## config.mk

```make
export PLATFORM = sky130hd
export DESIGN_NAME = tilelink_cdc_arbiter
export DESIGN_NICKNAME = d
export VERILOG_FILES = /design/src/rtl/tilelink_cdc_pkg.sv /design/src/rtl/tilelink_rr_arbiter.sv /design/src/rtl/tilelink_cdc_arbiter.sv
export SDC_FILE = /design/constraint.sdc
export NUM_CORES = 1
export LEC_CHECK = 0
export ABC_AREA = 1
export BUFFER_PORTS_ARGS = -buffer_cell sky130_fd_sc_hd__buf_2
export CAP_MARGIN = 20
export CORE_AREA = 2 2 132 134
export CTS_BUF_LIST = sky130_fd_sc_hd__clkbuf_2 sky130_fd_sc_hd__clkbuf_4 sky130_fd_sc_hd__clkbuf_8
export CTS_CLUSTER_SIZE = 28
export DETAILED_ROUTE_END_ITERATION = 8
export DIE_AREA = 0 0 134 136
export GPL_TIMING_DRIVEN = 0
export PLACE_DENSITY = 0.51
export SLEW_MARGIN = 20
export SYNTH_ARGS = -nofsm -noshare
export SYNTH_HDL_FRONTEND = slang
export SYNTH_HIERARCHICAL = 1
export SYNTH_SLANG_ARGS = --single-unit
```

## constraint.sdc

```tcl
create_clock -name clk_in -period 4.5 [get_ports clk_in]
set_input_delay 0.225 -clock clk_in [delete_from_list [all_inputs] [get_ports clk_in]]
set_output_delay 0.225 -clock clk_in [all_outputs]
set_load 0.02 [all_outputs]
```

## src/rtl/tilelink_cdc_pkg.sv

```systemverilog
// rtl/tilelink_cdc_pkg.sv - shared TileLink constants, widths and tag-table entry type
package tilelink_cdc_pkg;

   localparam int TL_ADDR_WIDTH   = 32;
   localparam int TL_DATA_WIDTH   = 32;
   localparam int TL_SIZE_WIDTH   = 3;
   localparam int TL_OPCODE_WIDTH = 3;
   localparam int TL_PARAM_WIDTH  = 3;
   localparam int TL_SINK_WIDTH   = 1;
   localparam int TL_SRC_WIDTH    = 2;

   // Host index is sized for the largest supported host count (4); the
   // original source is stored zero-extended so one entry type fits all hosts.
   localparam int TL_HOST_IDX_WIDTH = 2;
   localparam int TL_MAX_HOST_SRC_WIDTH = 8;

   localparam logic [2:0] TL_OP_PUT_FULL_DATA    = 3'd0;
   localparam logic [2:0] TL_OP_PUT_PARTIAL_DATA = 3'd1;
   localparam logic [2:0] TL_OP_GET              = 3'd4;
   localparam logic [2:0] TL_OP_ACCESS_ACK       = 3'd0;
   localparam logic [2:0] TL_OP_ACCESS_ACK_DATA  = 3'd1;

   typedef struct packed {
      logic                             valid;
      logic [TL_HOST_IDX_WIDTH-1:0]     host_idx;
      logic [TL_MAX_HOST_SRC_WIDTH-1:0] orig_src;
   } tag_entry_t;

endpackage

```

## src/rtl/tilelink_rr_arbiter.sv

```systemverilog
// rtl/tilelink_rr_arbiter.sv - N-way round-robin arbiter with pointer and grant lock
module tilelink_rr_arbiter
   import tilelink_cdc_pkg::*;
#(
   parameter int N = 2
) (
   input  logic                         clk,
   input  logic                         rst_n,
   input  logic [N-1:0]                 req,
   input  logic                         lock,
   input  logic [TL_HOST_IDX_WIDTH-1:0] lock_idx,
   input  logic                         advance,
   output logic                         gnt_valid,
   output logic [TL_HOST_IDX_WIDTH-1:0] gnt_idx
);

   logic [TL_HOST_IDX_WIDTH-1:0] rr_ptr;
   logic [2*N-1:0]               req2;

   assign req2 = {req, req};

   // Scan the doubled request vector downward so the last hit wins,
   // leaving the first requester at or after rr_ptr.
   always_comb begin
      gnt_valid = 1'b0;
      gnt_idx   = '0;
      if (lock) begin
         gnt_valid = 1'b1;
         gnt_idx   = lock_idx;
      end else begin
         for (int i = 2*N-1; i >= 0; i--) begin
            if (req2[i] && (i >= int'(rr_ptr)) && (i < int'(rr_ptr) + N)) begin
               gnt_valid = 1'b1;
               gnt_idx   = TL_HOST_IDX_WIDTH'(i % N);
            end
         end
      end
   end

   always_ff @(posedge clk or negedge rst_n) begin
      if (!rst_n) begin
         rr_ptr <= '0;
      end else if (advance) begin
         rr_ptr <= (int'(gnt_idx) == N-1) ? '0 : gnt_idx + 1'b1;
      end
   end

endmodule

```

## src/rtl/tilelink_cdc_arbiter.sv

```systemverilog
// rtl/tilelink_cdc_arbiter.sv - shares one adapter A/D port among N hosts with source-tag remapping
module tilelink_cdc_arbiter
   import tilelink_cdc_pkg::*;
#(
   parameter int N_HOSTS        = 2,
   parameter int ADDR_WIDTH     = TL_ADDR_WIDTH,
   parameter int DATA_WIDTH     = TL_DATA_WIDTH,
   parameter int MASK_WIDTH     = DATA_WIDTH/8,
   parameter int SIZE_WIDTH     = TL_SIZE_WIDTH,
   parameter int OPCODE_WIDTH   = TL_OPCODE_WIDTH,
   parameter int PARAM_WIDTH    = TL_PARAM_WIDTH,
   parameter int SINK_WIDTH     = TL_SINK_WIDTH,
   parameter int SRC_WIDTH      = TL_SRC_WIDTH,
   parameter int HOST_SRC_WIDTH = 1
) (
   input  logic                              clk_in,
   input  logic                              reset_n,
   input  logic [N_HOSTS-1:0]                host_a_valid,
   output logic [N_HOSTS-1:0]                host_a_ready,
   input  logic [N_HOSTS*OPCODE_WIDTH-1:0]   host_a_opcode,
   input  logic [N_HOSTS*PARAM_WIDTH-1:0]    host_a_param,
   input  logic [N_HOSTS*SIZE_WIDTH-1:0]     host_a_size,
   input  logic [N_HOSTS*HOST_SRC_WIDTH-1:0] host_a_source,
   input  logic [N_HOSTS*ADDR_WIDTH-1:0]     host_a_address,
   input  logic [N_HOSTS*MASK_WIDTH-1:0]     host_a_mask,
   input  logic [N_HOSTS*DATA_WIDTH-1:0]     host_a_data,
   output logic                              a_valid_out,
   input  logic                              a_ready_out,
   output logic [OPCODE_WIDTH-1:0]           a_opcode_out,
   output logic [PARAM_WIDTH-1:0]            a_param_out,
   output logic [SIZE_WIDTH-1:0]             a_size_out,
   output logic [SRC_WIDTH-1:0]              a_source_out,
   output logic [ADDR_WIDTH-1:0]             a_address_out,
   output logic [MASK_WIDTH-1:0]             a_mask_out,
   output logic [DATA_WIDTH-1:0]             a_data_out,
   input  logic                              d_valid_in,
   output logic                              d_ready_in,
   input  logic [OPCODE_WIDTH-1:0]           d_opcode_in,
   input  logic [PARAM_WIDTH-1:0]            d_param_in,
   input  logic [SIZE_WIDTH-1:0]             d_size_in,
   input  logic [SINK_WIDTH-1:0]             d_sink_in,
   input  logic [SRC_WIDTH-1:0]              d_source_in,
   input  logic [DATA_WIDTH-1:0]             d_data_in,
   input  logic                              d_error_in,
   output logic [N_HOSTS-1:0]                host_d_valid,
   input  logic [N_HOSTS-1:0]                host_d_ready,
   output logic [OPCODE_WIDTH-1:0]           host_d_opcode,
   output logic [PARAM_WIDTH-1:0]            host_d_param,
   output logic [SIZE_WIDTH-1:0]             host_d_size,
   output logic [SINK_WIDTH-1:0]             host_d_sink,
   output logic [HOST_SRC_WIDTH-1:0]         host_d_source,
   output logic [DATA_WIDTH-1:0]             host_d_data,
   output logic                              host_d_error,
   output logic [SRC_WIDTH:0]                outstanding,
   output logic                              err_unknown_tag
);

   localparam int NUM_TAGS = 2**SRC_WIDTH;
   localparam logic [0:0] ST_IDLE   = 1'b0;
   localparam logic [0:0] ST_LOCKED = 1'b1;
   localparam logic [SRC_WIDTH:0] CNT_ONE = 1;

   logic [0:0]                   state;
   logic [TL_HOST_IDX_WIDTH-1:0] lock_idx;
   logic [SRC_WIDTH-1:0]         lock_tag;
   tag_entry_t                   tag_table [NUM_TAGS];

   logic                         free_valid;
   logic [SRC_WIDTH-1:0]         free_tag;
   logic [SRC_WIDTH-1:0]         cur_tag;
   logic [N_HOSTS-1:0]           arb_req;
   logic                         gnt_valid;
   logic [TL_HOST_IDX_WIDTH-1:0] gnt_idx;
   logic [HOST_SRC_WIDTH-1:0]    sel_src;
   logic                         a_fire;
   tag_entry_t                   d_entry;
   logic                         sel_d_ready;
   logic                         d_fire;

   // Free tag comes from registered state only, so a tag freed this cycle
   // is never handed out in the same cycle.
   always_comb begin
      free_valid = 1'b0;
      free_tag   = '0;
      for (int t = NUM_TAGS-1; t >= 0; t--) begin
         if (!tag_table[t].valid) begin
            free_valid = 1'b1;
            free_tag   = SRC_WIDTH'(t);
         end
      end
   end

   assign arb_req = (state == ST_IDLE) ? (host_a_valid & {N_HOSTS{free_valid}}) : '0;
   assign cur_tag = (state == ST_LOCKED) ? lock_tag : free_tag;

   tilelink_rr_arbiter #(.N(N_HOSTS)) u_rr_arbiter (
      .clk       (clk_in),
      .rst_n     (reset_n),
      .req       (arb_req),
      .lock      (state == ST_LOCKED),
      .lock_idx  (lock_idx),
      .advance   (a_fire),
      .gnt_valid (gnt_valid),
      .gnt_idx   (gnt_idx)
   );

   always_comb begin
      a_opcode_out  = '0;
      a_param_out   = '0;
      a_size_out    = '0;
      a_address_out = '0;
      a_mask_out    = '0;
      a_data_out    = '0;
      sel_src       = '0;
      for (int i = 0; i < N_HOSTS; i++) begin
         if (gnt_idx == TL_HOST_IDX_WIDTH'(i)) begin
            a_opcode_out  = host_a_opcode[i*OPCODE_WIDTH +: OPCODE_WIDTH];
            a_param_out   = host_a_param[i*PARAM_WIDTH +: PARAM_WIDTH];
            a_size_out    = host_a_size[i*SIZE_WIDTH +: SIZE_WIDTH];
            a_address_out = host_a_address[i*ADDR_WIDTH +: ADDR_WIDTH];
            a_mask_out    = host_a_mask[i*MASK_WIDTH +: MASK_WIDTH];
            a_data_out    = host_a_data[i*DATA_WIDTH +: DATA_WIDTH];
            sel_src       = host_a_source[i*HOST_SRC_WIDTH +: HOST_SRC_WIDTH];
         end
      end
   end

   assign a_valid_out  = reset_n && gnt_valid;
   assign a_source_out = cur_tag;
   assign a_fire       = a_valid_out && a_ready_out;

   always_comb begin
      host_a_ready = '0;
      for (int i = 0; i < N_HOSTS; i++) begin
         host_a_ready[i] = a_fire && (gnt_idx == TL_HOST_IDX_WIDTH'(i));
      end
   end

   // D path: the tag entry steers the beat back to its host; unknown tags are sunk.
   assign d_entry = tag_table[d_source_in];

   always_comb begin
      host_d_valid = '0;
      sel_d_ready  = 1'b0;
      for (int i = 0; i < N_HOSTS; i++) begin
         if (d_entry.host_idx == TL_HOST_IDX_WIDTH'(i)) begin
            host_d_valid[i] = reset_n && d_valid_in && d_entry.valid;
            sel_d_ready     = host_d_ready[i];
         end
      end
   end

   assign d_ready_in      = reset_n && (d_entry.valid ? sel_d_ready : 1'b1);
   assign d_fire          = d_valid_in && d_ready_in && d_entry.valid;
   assign err_unknown_tag = reset_n && d_valid_in && !d_entry.valid;

   assign host_d_opcode = d_opcode_in;
   assign host_d_param  = d_param_in;
   assign host_d_size   = d_size_in;
   assign host_d_sink   = d_sink_in;
   assign host_d_data   = d_data_in;
   assign host_d_error  = d_error_in;
   assign host_d_source = HOST_SRC_WIDTH'(d_entry.orig_src);

   always_ff @(posedge clk_in or negedge reset_n) begin
      if (!reset_n) begin
         state       <= ST_IDLE;
         lock_idx    <= '0;
         lock_tag    <= '0;
         outstanding <= '0;
         for (int t = 0; t < NUM_TAGS; t++) begin
            tag_table[t] <= '0;
         end
      end else begin
         case (state)
            ST_IDLE: begin
               if (a_valid_out && !a_ready_out) begin
                  state    <= ST_LOCKED;
                  lock_idx <= gnt_idx;
                  lock_tag <= free_tag;
               end
            end
            default: begin
               if (a_ready_out) begin
                  state <= ST_IDLE;
               end
            end
         endcase

         // Freed and allocated tags always differ, so both writes can land.
         if (d_fire) begin
            tag_table[d_source_in].valid <= 1'b0;
         end
         if (a_fire) begin
            tag_table[cur_tag] <= '{valid: 1'b1, host_idx: gnt_idx,
                                    orig_src: TL_MAX_HOST_SRC_WIDTH'(sel_src)};
         end

         if (a_fire && !d_fire) begin
            outstanding <= outstanding + CNT_ONE;
         end else if (!a_fire && d_fire) begin
            outstanding <= outstanding - CNT_ONE;
         end
      end
   end

endmodule

```

## Yosys cells after proc, flatten, opt, wreduce, memory -nomap -nowiden

Index checks and enable logic that the tools add are counted.

| operators by class | value |
|---|---|
| add/sub/neg operators | 4 |
| order comparisons | 11 |
| eq/ne operators | 3 |
| multiplexer cells | 56 |
| bitwise operators | 4 |
| reductions and logical operators | 30 |

Operators by type and width:

| cell | count |
|---|---|
| $mux W32 | 4 |
| $bwmux W44 | 2 |
| $mux W44 | 2 |
| $lt A3 B32 Y1 const A | 2 |
| $demux W11 S2 | 2 |
| $mux W11 | 4 |
| $lt A1 B32 Y1 const A | 1 |
| $lt A2 B32 Y1 const A | 1 |
| $mux W3 | 8 |
| $mux W1 | 23 |
| $bmux W11 S2 | 1 |
| $logic_and A1 B1 Y1 | 22 |
| $mux W2 | 8 |
| $mux W4 | 2 |
| $ge A3 B3 Y1 const B | 2 |
| $lt A3 B1 Y1 const B | 2 |
| $not A2 Y3 | 2 |
| $eq A2 B1 Y1 const B | 2 |
| $ge A1 B2 Y1 const A | 2 |
| $logic_not A1 Y1 | 4 |
| $logic_not A2 Y1 | 2 |
| $add A2 B2 Y3 const B | 1 |
| $add A3 B1 Y3 const B | 1 |
| $sub A3 B1 Y3 const B | 1 |
| other kinds (7) | 7 |

| word-level totals | value |
|---|---|
| bits in registers | 54 |
| input bits | 209 |
| output and inout port bits | 133 |
| word-level logic and storage cells | 125 |

## Longest topological paths before layout

Gate-level depths: netlist (run 1).

| depth | value |
|---|---|
| word-level depth | 18 |
| gate-level depth with buffers | 15 |

## Cells and area by module

Netlist (run 1), hierarchy kept.

By module, submodules not included:

| module | instances | cells an instance | area an instance (um^2) | seq. area each (um^2) |
|---|---|---|---|---|
| tilelink_cdc_arbiter | 1 | 480 | 2,952.8 | 600.6 |
| tilelink_rr_arbiter | 1 | 21 | 130.1 | 50.0 |

## Worst setup path after synthesis (run 1)

No wires, ideal clock.

| path | value |
|---|---|
| kind | reg2reg |
| from | register state |
| to | register outstanding[2] |
| arrival | 2.296 ns |
| slack | 2.076 ns |
| cell stages (with the launch flop) | 12 |
| path buffers | 0 |
| period minus slack after synthesis | 2.424 ns |
| path through | dfrtp_1 > nor3b_1 > nand2_1 > nand3_1 > nand2_1 > nor2_4 > ha_1 > inv_1 > fa_1 > a21oi_1 > o21ai_0 > xnor2_1 |

| on the way | value |
|---|---|
| longest elaborated chain between the ends | 12 |
| elaborated cells on any way between the ends | 20 |
| those cells by class | 7 x mux; 13 x reduce/logical |

RTL lines:

| element | RTL line | RTL |
|---|---|---|
| start, declared | tilelink_cdc_arbiter.sv:63 | `logic [0:0] state;` |
| start signal, assigned | tilelink_cdc_arbiter.sv:167 | `state <= ST_IDLE;` |
| start signal, assigned | tilelink_cdc_arbiter.sv:178 | `state <= ST_LOCKED;` |
| start signal, assigned | tilelink_cdc_arbiter.sv:185 | `state <= ST_IDLE;` |
| $mux W2 * | tilelink_cdc_arbiter.sv:93 | `assign arb_req = (state == ST_IDLE) ? (host_a_valid & {N_HOSTS{free_valid}}) : '0;` |
| via arb_req[0] | tilelink_cdc_arbiter.sv:71 | `logic [N_HOSTS-1:0] arb_req;` |
| $logic_and A1 B1 Y1 (2 in series) | tilelink_rr_arbiter.sv:32 | `if (req2[i] && (i >= int'(rr_ptr)) && (i < int'(rr_ptr) + N)) begin` |
| $mux W1 (2 in series) | tilelink_rr_arbiter.sv:32 |  |
| $mux W1 * | tilelink_rr_arbiter.sv:32 |  |
| $mux W1 * | tilelink_rr_arbiter.sv:27 | `if (lock) begin` |
| via gnt_valid | tilelink_cdc_arbiter.sv:72 | `logic gnt_valid;` |
| $logic_and A1 B1 Y1 * | tilelink_cdc_arbiter.sv:128 | `assign a_valid_out = reset_n && gnt_valid;` |
| $logic_and A1 B1 Y1 * | tilelink_cdc_arbiter.sv:130 | `assign a_fire = a_valid_out && a_ready_out;` |
| via a_fire | tilelink_cdc_arbiter.sv:75 | `logic a_fire;` |
| $logic_not A1 Y1 | tilelink_cdc_arbiter.sv:201 | `end else if (!a_fire && d_fire) begin` |
| $logic_and A1 B1 Y1 | tilelink_cdc_arbiter.sv:201 |  |
| $reduce_bool A2 Y1 (no source line) | n/a |  |
| end signal, assigned | tilelink_cdc_arbiter.sv:200 | `outstanding <= outstanding + CNT_ONE;` |
| end signal, assigned | tilelink_cdc_arbiter.sv:202 | `outstanding <= outstanding - CNT_ONE;` |
| end, declared | tilelink_cdc_arbiter.sv:54 | `output logic [SRC_WIDTH:0] outstanding,` |

Mark *: on every way through the listed nets, which the timed path passes. The rest lies on a longest branch.
A chain may end at the register's enable or synchronous reset.

## Worst setup path in the final report (run 1)

| path | value |
|---|---|
| from | register state |
| to | output a_data_out[21] |

| on the way | value |
|---|---|
| longest elaborated chain between the ends | 10 |
| elaborated cells on any way between the ends | 17 |
| those cells by class | 1 x eq/ne; 8 x mux; 8 x reduce/logical |

RTL lines:

| element | RTL line | RTL |
|---|---|---|
| $mux W2 * | tilelink_cdc_arbiter.sv:93 |  |
| via arb_req[0] | tilelink_cdc_arbiter.sv:71 |  |
| $logic_and A1 B1 Y1 (2 in series) | tilelink_rr_arbiter.sv:32 |  |
| $mux W1 (2 in series) | tilelink_rr_arbiter.sv:32 |  |
| $mux W1 * | tilelink_rr_arbiter.sv:32 |  |
| $mux W2 * | tilelink_rr_arbiter.sv:27 |  |
| via gnt_idx[0] | tilelink_cdc_arbiter.sv:73 | `logic [TL_HOST_IDX_WIDTH-1:0] gnt_idx;` |
| $logic_not A2 Y1 | tilelink_cdc_arbiter.sv:116 | `if (gnt_idx == TL_HOST_IDX_WIDTH'(i)) begin` |
| $mux W32 | tilelink_cdc_arbiter.sv:116 |  |
| $mux W32 * | tilelink_cdc_arbiter.sv:116 |  |
| end, declared | tilelink_cdc_arbiter.sv:35 | `output logic [DATA_WIDTH-1:0] a_data_out,` |

Marked as above.

==> out/results.txt, run 1 <==
The worst hold path belongs to the class input port to flop. The number of maximum-capacitance violations was 0; the compound-cell area share of the yosys netlist was 4.87%. Dividing the final minimum period by the clock period gives 67.4%.

In this run, the number of DRC markers left after iteration 0 of detailed routing was 217. The run gives 501 as the synthesized instance count. The wire-length estimate of the detail-placed layout is 12.6 mm. The I/O pin count was 342; the number of vias in the routed layout was 4351. The count of instances resized after the clock tree is built was 0; the overall die area was 18200 um2. The internal portion of total power is 0.946 mW. IR analysis of the VDD net gives a maximum drop of 0.186 mV. The flow ran to the end, and the final reports show no timing, DRC or antenna violations. For the post-placement cell area, the log shows 4850 um2. The endpoint identified for the worst register-to-register timing path is outstanding[2]$_DFFE_PN0P_. Of the post-synthesis cell area, the part taken by muxes is 0.365%.

The layout has 1974 filler cells. For the synthesized net count, the log shows 712. The die is 136 um tall. The number of endpoints with negative hold slack in the final report came out at 0.

By area, the combinational part of the netlist is dominated by simple AND/OR/NAND/NOR gates. STA classifies the critical path startpoint as a flop. The hold path depth came out at 2. The tools report the origin of the critical flop-to-flop path as state$_DFF_PN0_. The via count of the first global-routing pass is 4207.

The area growth from synthesis to layout is 59.1%. Number of enable-type register cells in the synthesized netlist: 0. Most frequently used flop master after synthesis: dfrtp_1. After synthesis the netlist holds a flip-flop and latch count of 26. The quantity of I/O buffers inserted on ports works out to 297. The first global-routing pass estimated 22.0 mm of wire. The average instance in the mapped netlist occupies 6.15 um2. The post-route netlist has 48.5% of its cells at a drive strength greater than 1.

The share of total power dissipated in combinational logic is 76.8%. The switching power summed over all nets was 1.28 mW; the average routed wire per standard cell was 14.6 um. After synthesis, the share of flip-flops with an asynchronous set or reset is 100%.

The reg-to-reg setup timing slack was 1770 ps; the initial antenna violation count was 1. The logs give 0 for the setup-violating endpoint count in the final report and 32 for the distinct cell type count after synthesis. For this run, the top clock speed supported by timing is 0.330 GHz.

At the pin with the least slew margin, the transition time is 783 ps. Yosys attributes the largest share of cell area to nand3_1 (27%), dfrtp_1 (21%), nand2_1 (18%), buf_4 (10%), buf_2 (2.4%). Area of all placed cells without fillers: 4900 um2. Setup TNS: 0 ps.

By startpoint and endpoint, the worst setup path is classified as flop to primary output. Setup repair after global routing left no endpoint under its margin. The run gives 0 as the number of pins exceeding their max-slew limit in the final report. Clock-pin slew was measured on the worst setup and hold paths at 90 ps. The clock network burns 5.8% of the power.

Entering global routing, the biggest net connects 30 pins. For the finished layout, the period the worst path requires is 3030 ps. Measured against its own limit, the worst slew margin works out to 47.8%.

Hold-critical path endpoint: state$_DFF_PN0_. The cell depth of the worst flop-to-flop path was 11; the endpoint arrival time on the critical path was 2810 ps. The congestion estimate from routability-driven global placement came to 0.792.

The analysis attributes to cell leakage a power of 2.90 nW. TritonCTS built the clock tree. For the total CTS buffers, the log shows 3. The tree is rooted in a clkbuf_8. Sequential cells burn 17.4% of the power. The region available for standard cell placement spans 16900 um2. The net count of the finished layout is 1015. The initial utilization of the core area, before any placement, comes to 18.3%. In the routed layout, each cell is associated on average with a via count of 4.23. Summing the sequential cell areas from Yosys gives 21.1% of the chip area. The worst min-delay path startpoint is a_ready_out. The worst setup path is captured at a primary output. For this run, design rule violations remaining after detail routing come to 0. The synthesized netlist devotes 53.1% of its cell area to simple gates. The maximum level of the CTS H-tree was 1; the switching part of the total was 57.5%. Leaving out fill and tap cells, the most frequent cells in the layout are buf_2 (312), nand3_1 (164), nand2_1 (144), buf_4 (43), dfrtp_1 (26). The horizontal extent of the die was 134 um.

At the worst endpoint, the required time is 4280 ps. The largest total area in the synthesized netlist belongs to nand3_1. The tools report the overflow left after global routing as 0. The total iterations of the first detailed-routing run was 6.

Clock insertion delay at the later pin of the skew report: 270 ps. The library cell used most frequently in the layout, excluding fill and tap cells, is buf_2. The peak fanout along the critical path works out to 12. The number of placed instances with taps included was 1023; the share of Yosys cell area claimed by the top area cell type was 26.6%.

The completed layout was analyzed and its total power is 2.22 mW. Once detail routing completed, the nets flagged for antenna violations numbered 0. The synthesized netlist occupies a cell area of 3080 um2. The finished layout holds 1028 standard cells, fillers aside. The worst setup skew after layout is 3.40 ps, and the synthesis warning total is 6. Adder and majority cell fraction of the synthesized area: 1.06%. The number of buffers on the longest clock path is 2.

The xor-xnor portion of the synthesized cell area was 0.568%. For this design, the sink count on the clock tree is 26. The tools report the total wire length after detailed routing as 15.0 mm.

The initialized floorplan defines 48 standard-cell rows. The cell area power density came out at 454 nW/um2. In the global route stage, overall resource usage came out at 15.2%.
-- how the worst max path moves through the flow --
stage | cells after the start | slack [ps] | startpoint | end
after floorplan | 11 | 2080 | state$_DFF_PN0_ | outstanding[2]$_DFFE_PN0P_
after global placement | 10 | 1710 | state$_DFF_PN0_ | a_data_out[7]
after detailed placement | 10 | 1710 | state$_DFF_PN0_ | a_data_out[21]
after CTS | 10 | 1390 | state$_DFF_PN0_ | a_data_out[21]
after global routing | 10 | 1220 | state$_DFF_PN0_ | a_data_out[21]
final | 10 | 1470 | state$_DFF_PN0_ | a_data_out[21]
-- cell usage after synthesis (3+ instances only) --
cell,count
nor3_1,3
nand3_2,4
a21oi_1,3
dfrtp_1,26
o21ai_1,9
nor2_1,8
buf_4,43
nand3_4,4
nand2_1,144
inv_2,5
buf_2,15
o21ai_0,10
nor2_4,3
clkbuf_1,14
nand3_1,164
inv_1,16
nor2_2,4
buf_1,5
-- area by class of cell --
cell class	instances	area [um2]	share of cell area (%)
Tap cell	225	282	5.74
Clock buffer	3	41.3	0.842
Inverter	23	91.3	1.86
Multi-Input combinational cell	373	1850	37.7
Buffer	79	492	10.0
Sequential cell	26	651	13.3
Timing Repair Buffer	298	1500	30.5
Antenna cell	1	2.50	0.0510
-- through the flow --
stage               util (%)  hold WS [ps]  setup slack, ps
CTS                     29.0           122             1390
global placement        28.7           282             1710
floorplan                  -         -70.6             2080
global route            29.1           120             1220
detailed placement      28.7           283             1710
finish                  29.1           128             1470
-- state kept, by name, summed over array words and instances, names as in the netlist --
register / flops
lock_idx: 2
lock_tag: 2
outstanding: 3
state: 1
tag_table: 16
u_rr_arbiter/rr_ptr: 2
-- power groups by stage --
stage / Sequential, mW / Clock (mW) / Combinational, mW
floorplan: 0.392 / 0 / 1.12
global placement: 0.391 / 0 / 1.72
detailed placement: 0.392 / 0 / 1.73
CTS: 0.388 / 0.136 / 1.73
global route: 0.401 / 0.146 / 1.89
finish: 0.387 / 0.130 / 1.71
-- logic make-up (layout without fill, tap and decap cells) --
| group | count (synthesis) | count (layout) |
|---|---|---|
| buffers and inverters | 102 | 403 |
| AO/OA/AOI/OAI | 26 | 26 |
| XOR/XNOR | 2 | 2 |
| other | 0 | 1 |
| adder cells (fa/ha/maj) | 2 | 2 |
| multiplexers | 1 | 1 |
| flip-flops | 26 | 26 |
| AND/OR/NAND/NOR | 342 | 342 |
-- worst max-delay path, cell delays in order (launching register included) --
cell,delay (ps)
dfrtp_1,550
nor3b_1,320
nand2_1,110
nand2_1,90
nand2_1,50
buf_2,190
inv_2,250
buf_1,460
nand3_1,240
nand2_1,110
buf_2,170
-- repair_timing --
| item | 4_1_cts | 5_1_grt |
|---|---|---|
| hold buffers | 1 | 0 |
| setup buffers | 0 | 0 |
| hold endpoints to repair | 26 | 0 |
-- layer usage --
layer  vias to the layer above  GRT usage [%]  routed length [um]
met5                         -              0                   0
met4                         0           2.19                 138
met3                        10           1.86                 721
met2                       154           27.6                7700
met1                      1959           19.6                6440
li1                       2228              -                   -
No activity file was read; power rests on OpenSTA's default activity.
==> run 2, diff against run 1 <==
ABC_AREA = 0   (was 1)
CORE_AREA = 2 2 133 135   (was 2 2 132 134)
DIE_AREA = 0 0 135 137   (was 0 0 134 136)
PLACE_DENSITY = 0.5   (was 0.51)
clock period = 2.6 ns   (was 4.5 ns; I/O delays follow)
==> out/results.txt, run 2 <==
TritonCTS built the clock tree. After the first detailed-routing iteration, the DRC count stood at 129. The clock tree root driver cell is clkbuf_8.

Of the synthesized area, sequential elements account for 22.7%. The post-route clock period utilization is 96.6%, and the via count of the first global-routing pass is 3390. The combined buffer and inverter count along the critical path is 1, and the switching power summed over all nets is 1.84 mW. The net count of the finished layout is 865.

Leaving out fill and tap cells, the most frequent cells in the layout are buf_2 (291), nor2_1 (85), mux2i_1 (60), buf_4 (60), dfrtp_1 (26). In the synthesized netlist the async set-or-reset flop fraction comes to 100%. The Yosys step of the flow raised 6 warnings. The cell with the most instances after synthesis was nor2_1. In the routed design, unresolved DRC markers number 0. Measured against its own limit, the worst slew margin works out to 52.0%. Global-route wire length before repair: 19.5 mm. The instance count on the critical path was 7; the distinct cell type count after synthesis was 38. Leaving out fill and tap cells, the most frequent cell in the layout is buf_2. STA classifies the critical path endpoint as a flop. For the post-placement cell area, the log shows 4640 um2. Among all flip-flop cells after synthesis, the most frequent one is dfrtp_1. Net switching is 46.8% of the power. The tools report the number of vias in the routed layout as 3508. Signal routing reaches up to met4.

The internal power of the cells totals 2.09 mW. Summing all multi-input logic gate instances after layout gives 2030 um2. The synthesis-to-finish area growth came out at 82.1%. The run gives 11.9 mm as the sum of net half-perimeters after detailed placement. The top cell type by area accounts for 28.2% of the synthesized area.

The hold-critical path endpoint was state$_DFF_PN0_. In the final layout, the registers with the most flip-flops are tag_table (16), outstanding (3). The floorplan step defined a core boundary enclosing 17100 um2. The clock transition at the register clock pins on the worst setup and hold paths after CTS is 90 ps.

Each instance of the synthesized netlist takes up on average 8.45 um2. The post-route antenna net violation count was 0; the number of diodes added for antenna fixing was 0. The run gives 0.834 as the global placement routability congestion. Setup repair after global routing could not meet its margin everywhere. Sorting the synthesized cells by how often they occur yields nor2_1 (86), mux2i_1 (81), buf_4 (43). Capture point of the worst reg-to-reg path: outstanding[1]$_DFFE_PN0P_. The peak fanout along the critical path is 2. The run gives 14.1 mm as the total wire length after detailed routing. The total overflow left after global routing is 0. VDD sags by at most 0.281 mV.

Fraction of layout instances using a drive strength above 1: 65.1%. Counting every sink on the clock net gives 26. The run gives 0 as the number of pins exceeding their max-slew limit in the final report.

The starting utilization of the core area came out at 16.8%. After routing the design area is 5230 um2. The first element of the critical path was tag_table[9]$_DFFE_PN0P_. Final hold analysis gives a worst-case slack of 67.6 ps.

By area the synthesized netlist is led by mux2i_1 (28%), dfrtp_1 (23%), buf_4 (11%), nor2_1 (11%), mux2_2 (7.1%). The number of maximum-capacitance violations is 0. For the pin with the worst max-slew slack, the measured transition is 714 ps. The dominant cell type by area after synthesis was mux2i_1. The quantity of I/O buffers inserted on ports was 296. The flip-flop count of the largest register after layout came out at 16. In this design, the largest share of critical-path delay is due to multiplexers.

In this run, synthesis inferred 0 flip-flops with an integrated enable. STA classifies the critical path startpoint as a flop. At the worst endpoint, the required time is 2760 ps. The hold path depth came out at 2. Walking the worst path, the cells encountered are mux4_2 -> or3b_4 -> or2_4 -> ha_4 -> inv_2 -> fa_1 -> mux2_4. The post-detailed-route via-to-cell ratio is 4.00.

Cells fill 30.7% of the core in the end. Setup violations remaining at the end of the flow were counted as 0. Synthesis inferred 26 register bits. The final critical-path required period came out at 2510 ps.

The routed length on met3 is 1.09 mm. The origin of the critical flop-to-flop path was tag_table[9]$_DFFE_PN0P_. In this run the vertical extent of the chip is 137 um. The run gives 2 as the number of buffers on the longest clock path.

The run finished with clean final reports. The number of cells on the worst reg-to-reg path is 7. The logs give 16.6% for the relative contribution of sequential cells to total power and 2870 um2 for the post-synth design cell area. The worst min-delay path startpoint is a_ready_out. The synthesized net count was 551.

The initialized floorplan defines 48 standard-cell rows. The run gives 27 as the maximum number of pins on one net before global-route repair. Worst setup path category: flop to flop. Static timing analysis puts the maximum clock frequency at 0.398 GHz. Counting the fill cells in the layout gives 1872. The floorplan step set the die width to 135 um. The number of endpoints with negative hold slack in the final report is 0.

For this design the static power due to leakage is 2.76 nW. The tightest min-delay check is of the input port to flop type. For the total iterations of the first detailed-routing run, the log shows 4. The maximum level of the CTS H-tree was 1; the routed length on met2 was 7.50 mm. The global-route total usage across every layer came out at 13.8%. The run gives 1 as the initial antenna violation count. Combinational logic burns 76.7% of the power. In this design, the stage delay of the slowest critical-path cell is 490 ps.

The clock arrives with 2.40 ps of skew. At the later pin of the worst-skew pair, clock insertion delay measures 270 ps. The tools report the overall die area as 18500 um2.

The cell count after synthesis came out at 340. The average routed wire per standard cell is 16.1 um, and the wire length on met1 is 5.40 mm. The largest individual stage delay along the critical path comes from the cell mux4_2. tag_table holds more flip-flops than any other register. In this run, CTS created clock tree buffers numbering 3. For this design the top-level I/O count stands at 342. Per report_power, the clock group accounts for 6.7% of the total. The logs give 88.1 ps for the post-layout worst setup margin and 90 ps for the reg-to-reg setup timing slack. Registers take 651 um2. Power spread over the standard cell area amounts to 752 nW/um2.

Prior to clock tree synthesis, the placed netlist has a worst setup slack of -927 ps. STA puts the critical path data arrival time at 2670 ps.
-- run 2: cells by family (layout without fill, tap and decap cells) --
logic type	Yosys count	count (layout)	synth area share, %
AND/OR/NAND/NOR	122	122	18.5
flip-flops	26	26	22.7
adder cells (fa/ha/maj)	2	2	1.13
XOR/XNOR	3	3	0.915
buffers and inverters	72	385	15.6
multiplexers	102	102	37.9
AO/OA/AOI/OAI	13	13	3.27
-- run 2: worst max-delay path by stage --
stage / to / slack (ps)
final: outstanding[1]$_DFFE_PN0P_ / 90
after global routing: a_data_out[26] / -20
after CTS: outstanding[1]$_DFFE_PN0P_ / -50
after detailed placement: a_data_out[22] / -930
after global placement: a_data_out[22] / -900
after floorplan: outstanding[1]$_DFFE_PN0P_ / -7
-- run 2: cell type report --
cell class	instances	share of cell area [%]
sequential	26	12.4
buffer	64	10.0
inverter	6	0.478
multi-input combinational	242	38.9
timing repair buffer	311	31.7
tap	225	5.38
clock buffer	4	1.05
-- run 2: power groups by stage --
stage / logic, mW / registers (mW) / clock network [mW]
floorplan: 1.64 / 0.659 / 0
global placement: 2.49 / 0.654 / 0
detailed placement: 2.49 / 0.656 / 0
CTS: 2.73 / 0.648 / 0.277
global route: 3.24 / 0.676 / 0.296
finish: 3.01 / 0.652 / 0.265
-- run 2: worst reg2reg max path: stages, from the launching register on --
cell and delay (ps):
dfrtp_1 380, mux4_2 490, or3b_4 390, or2_4 250
ha_4 160, inv_2 50, fa_1 400, mux2_4 280
-- run 2: routing by layer --
metal | vias to the layer above | GRT usage [%]
met3 | 10 | 3.74
met2 | 158 | 25.1
li1 | 1732 | -
met1 | 1608 | 16.5
met5 | - | 0
met4 | 0 | 1.79
-- run 2: stage by stage --
stage / setup TNS (ps) / power [mW] / std cells
after floorplan: -6.93 / 2.30 / 340
after global placement: -48340 / 3.14 / 861
after detailed placement: -47030 / 3.14 / 861
after CTS: -45.5 / 3.65 / 869
after global routing: -154 / 4.21 / 878
final: 0 / 3.93 / 878
-- run 2: what timing repair did --
item	CTS	global route
resized for setup	53	44
setup buffers	3	7
hold buffers	2	0
endpoints found under the hold margin	26	0
setup endpoints to repair	84	84
pin swaps	5	5
gates cloned	0	3
==> run 3, diff against run 2 <==
--- a/config.mk
+++ b/config.mk
@@ -22 +22,2 @@
 export SYNTH_SLANG_ARGS = --single-unit
+export TNS_END_PERCENT = 50
==> constraint.sdc (replaced) <==
create_clock -name clk_in -period 2.6 [get_ports clk_in]
set_input_delay 0.39 -clock clk_in [delete_from_list [all_inputs] [get_ports clk_in]]
set_output_delay 0.39 -clock clk_in [all_outputs]
set_load 0.02 [all_outputs]
==> out/results.txt, run 3 (synthesis gave the netlist of run 2 again) <==
Number of endpoints with negative hold slack in the final report: 0. The run gives 17100 um2 as the core area. In this run the tool buffered the top-level ports with 296 buffer cells. The number of buffers and inverters on the critical path is 3.

The worst-case IR drop observed on VDD is 0.415 mV. The row count was 48. In this run the critical register-to-register path is captured at u_rr_arbiter/rr_ptr[0]$_DFFE_PN0P_.

In this run the critical register-to-register path is launched from tag_table[21]$_DFF_PN0_. The area of all placed cells without fillers was 5640 um2; the number of maximum-capacitance violations was 0. The cell family contributing the most delay on the critical path is simple AND/OR/NAND/NOR gates. The critical path goes through and2_4 -> a31oi_4 -> and2_4 -> nand2b_1 -> nand3b_1 -> nand2_4 -> clkbuf_16 -> clkbuf_16 -> mux2i_4 -> nor2_1 -> buf_4. In this run the tightest slew margin relative to its limit is 57.6%. The clock passes through at most 2 buffers. The library cell used most frequently in the layout, excluding fill and tap cells, is buf_2. The worst setup path category is flop to primary output. The number of vias in the routed layout is 3588, and the total CTS buffers is 3. After clock tree synthesis, the clock-pin slew on the worst setup and hold paths is 100 ps.

The run gives 14.0 mm as the total wire length after detailed routing. The final reports fail on negative setup slack. In this run the static leakage power is 2.89 nW. The post-layout worst setup margin came out at -67.0 ps. Of the cells placed in the final design, the portion with a size suffix greater than 1 is 68.3%. The sum of net half-perimeters after detailed placement was 11.5 mm. In the layout the commonest cells are buf_2 (256), buf_4 (94), nor2_1 (75), mux2i_1 (55), dfrtp_1 (26). Global routing finished with a remaining overflow of 0.

The congestion estimate from routability-driven global placement came to 0.788. In the global route stage, overall resource usage came out at 13.7%. The final layout contains 877 nets. The run gives 2280 ps as the endpoint arrival time on the critical path.

On the critical path, the stage with the largest delay is an instance of dfrtp_1. The first routing iteration left 87 violations. The via count of the first global-routing pass is 3400. The placed instances occupy a cell area of 4670 um2. For the final-layout fill cell count, the log shows 1830.

The detail route stage leaves a number of antenna-violating nets equal to 0. The pre-antenna-repair detailed-routing pass consisted of 6 iterations. Summing internal, switching and leakage power gives 4.32 mW. In this run the worst hold path is classified as input port to asynchronous set/reset pin. The post-detailed-route via-to-cell ratio came out at 4.03. Setup slack on the worst reg-to-reg path comes out at -60 ps.

The horizontal extent of the die came out at 135 um. Setup violations remaining at the end of the flow were counted as 29. The run gives 0 as the number of pins exceeding their max-slew limit in the final report. Setup repair after global routing could not meet its margin everywhere. The run gives 1 as the maximum level of the CTS H-tree. Data on the critical path is required at its endpoint by 2210 ps.

The largest registers in the layout are tag_table (16), outstanding (3). The worst-margin pin slew was 631 ps. The final critical-path required period is 2670 ps. Number of clock sinks: 26. The register with the most flip-flops in the final layout is tag_table. In this run, post-CTS hold repair placed 0 buffers. The maximum number of pins on one net before global-route repair was 30; the post-route clock period utilization was 103%. For this configuration, the core starts out at a cell density of 16.8%.

The tools report the critical path startpoint category as a flop. The flip-flop count of the largest register after layout is 16. Synthesis-to-finish area growth: 96.3%. For the worst-skew pair, the clock arrives at the later sink with an insertion delay of 270 ps. For the initial antenna violation count, the log shows 3.

The clock tree root driver cell is clkbuf_8. The flow ran to the end, but the final reports show violations. The first global-routing pass estimated 19.4 mm of wire. The residual DRC count was 0.

Static timing analysis puts the maximum clock frequency at 0.375 GHz. In this run the power density over the cells is 766 nW/um2. The overall die area is 18500 um2. The number of antenna diodes in the final layout is 0.

On the final layout, the worst clock skew is 6.46 ps. In the final routed layout, each cell accounts on average for 15.8 um. From bottom edge to top edge, the die measures 137 um. For the worst flop-to-flop path, the logic depth is 16. In this run the count of I/O pins placed on the die edge is 342. The critical path's largest stage delay was 390 ps. The worst setup path is captured at a primary output.

TritonCTS built the clock tree. The peak fanout along the critical path is 5.
==> run 3: changes by cell type in the layout (fill, tap and decap cells not counted), sizes merged <==
cell and change:
buf +10, clkbuf +3, dlygate4sd3 -1
==> run 3: per-stage QoR <==
stage / setup slack, ps / cells / setup TNS, ps / utilization, % / hold WS, ps
finish: -67.0 / 890 / -996 / 33.0 / 131
floorplan: -101 / 340 / -101 / - / 94.4
global placement: -551 / 861 / -28620 / 27.4 / 452
CTS: -71.2 / 886 / -1470 / 31.1 / 149
global route: -194 / 890 / -9410 / 33.0 / 170
detailed placement: -568 / 861 / -28560 / 27.4 / 454
==> run 3: power breakdown <==
group | switching (mW) | internal (mW) | total (mW)
clock network | 0.133 | 0.136 | 0.268
registers | 0.100 | 0.547 | 0.647
logic | 1.68 | 1.72 | 3.40
total | 1.91 | 2.40 | 4.32
==> run 3: how the worst max path moves through the flow <==
| stage | slack, ps | cells after the start | to | from |
|---|---|---|---|---|
| 2_1_floorplan | -100 | 9 | outstanding[1]$_DFFE_PN0P_ | d_source_in[0] |
| 3_3_place_gp | -550 | 12 | a_data_out[24] | state$_DFF_PN0_ |
| 3_5_place_dp | -570 | 12 | a_data_out[24] | state$_DFF_PN0_ |
| 4_1_cts | -70 | 10 | a_data_out[18] | tag_table[21]$_DFF_PN0_ |
| 5_1_grt | -190 | 11 | a_data_out[6] | state$_DFF_PN0_ |
| 6_report | -70 | 11 | a_data_out[23] | tag_table[21]$_DFF_PN0_ |
==> run 3: repair_timing <==
item / in CTS / in global routing
resized for setup: 89 / 76
pin swaps: 7 / 5
gates cloned: 1 / 4
endpoints found under the setup margin: 84 / 85
buffers inserted: 21 / 0
==> run 3: final cells by class <==
class	count	area (um2)	share of cell area (%)
multi-input cells	242	2160	38.3
plain buffers	65	587	10.4
well taps	225	282	5.00
inverters	6	25.0	0.444
flip-flops and latches	26	651	11.5
repair buffers	322	1880	33.4
clock buffers	4	55.1	0.977
==> run 3: layer usage <==
metal	GRT usage [%]	wire length, um	share of wire [%]	vias up
met5	0	7	0.050	-
met4	1.10	40	0.28	2
met3	3.70	1180	8.4	11
met2	25.3	7440	53	167
met1	16.5	5390	38	1646
li1	-	-	-	1762
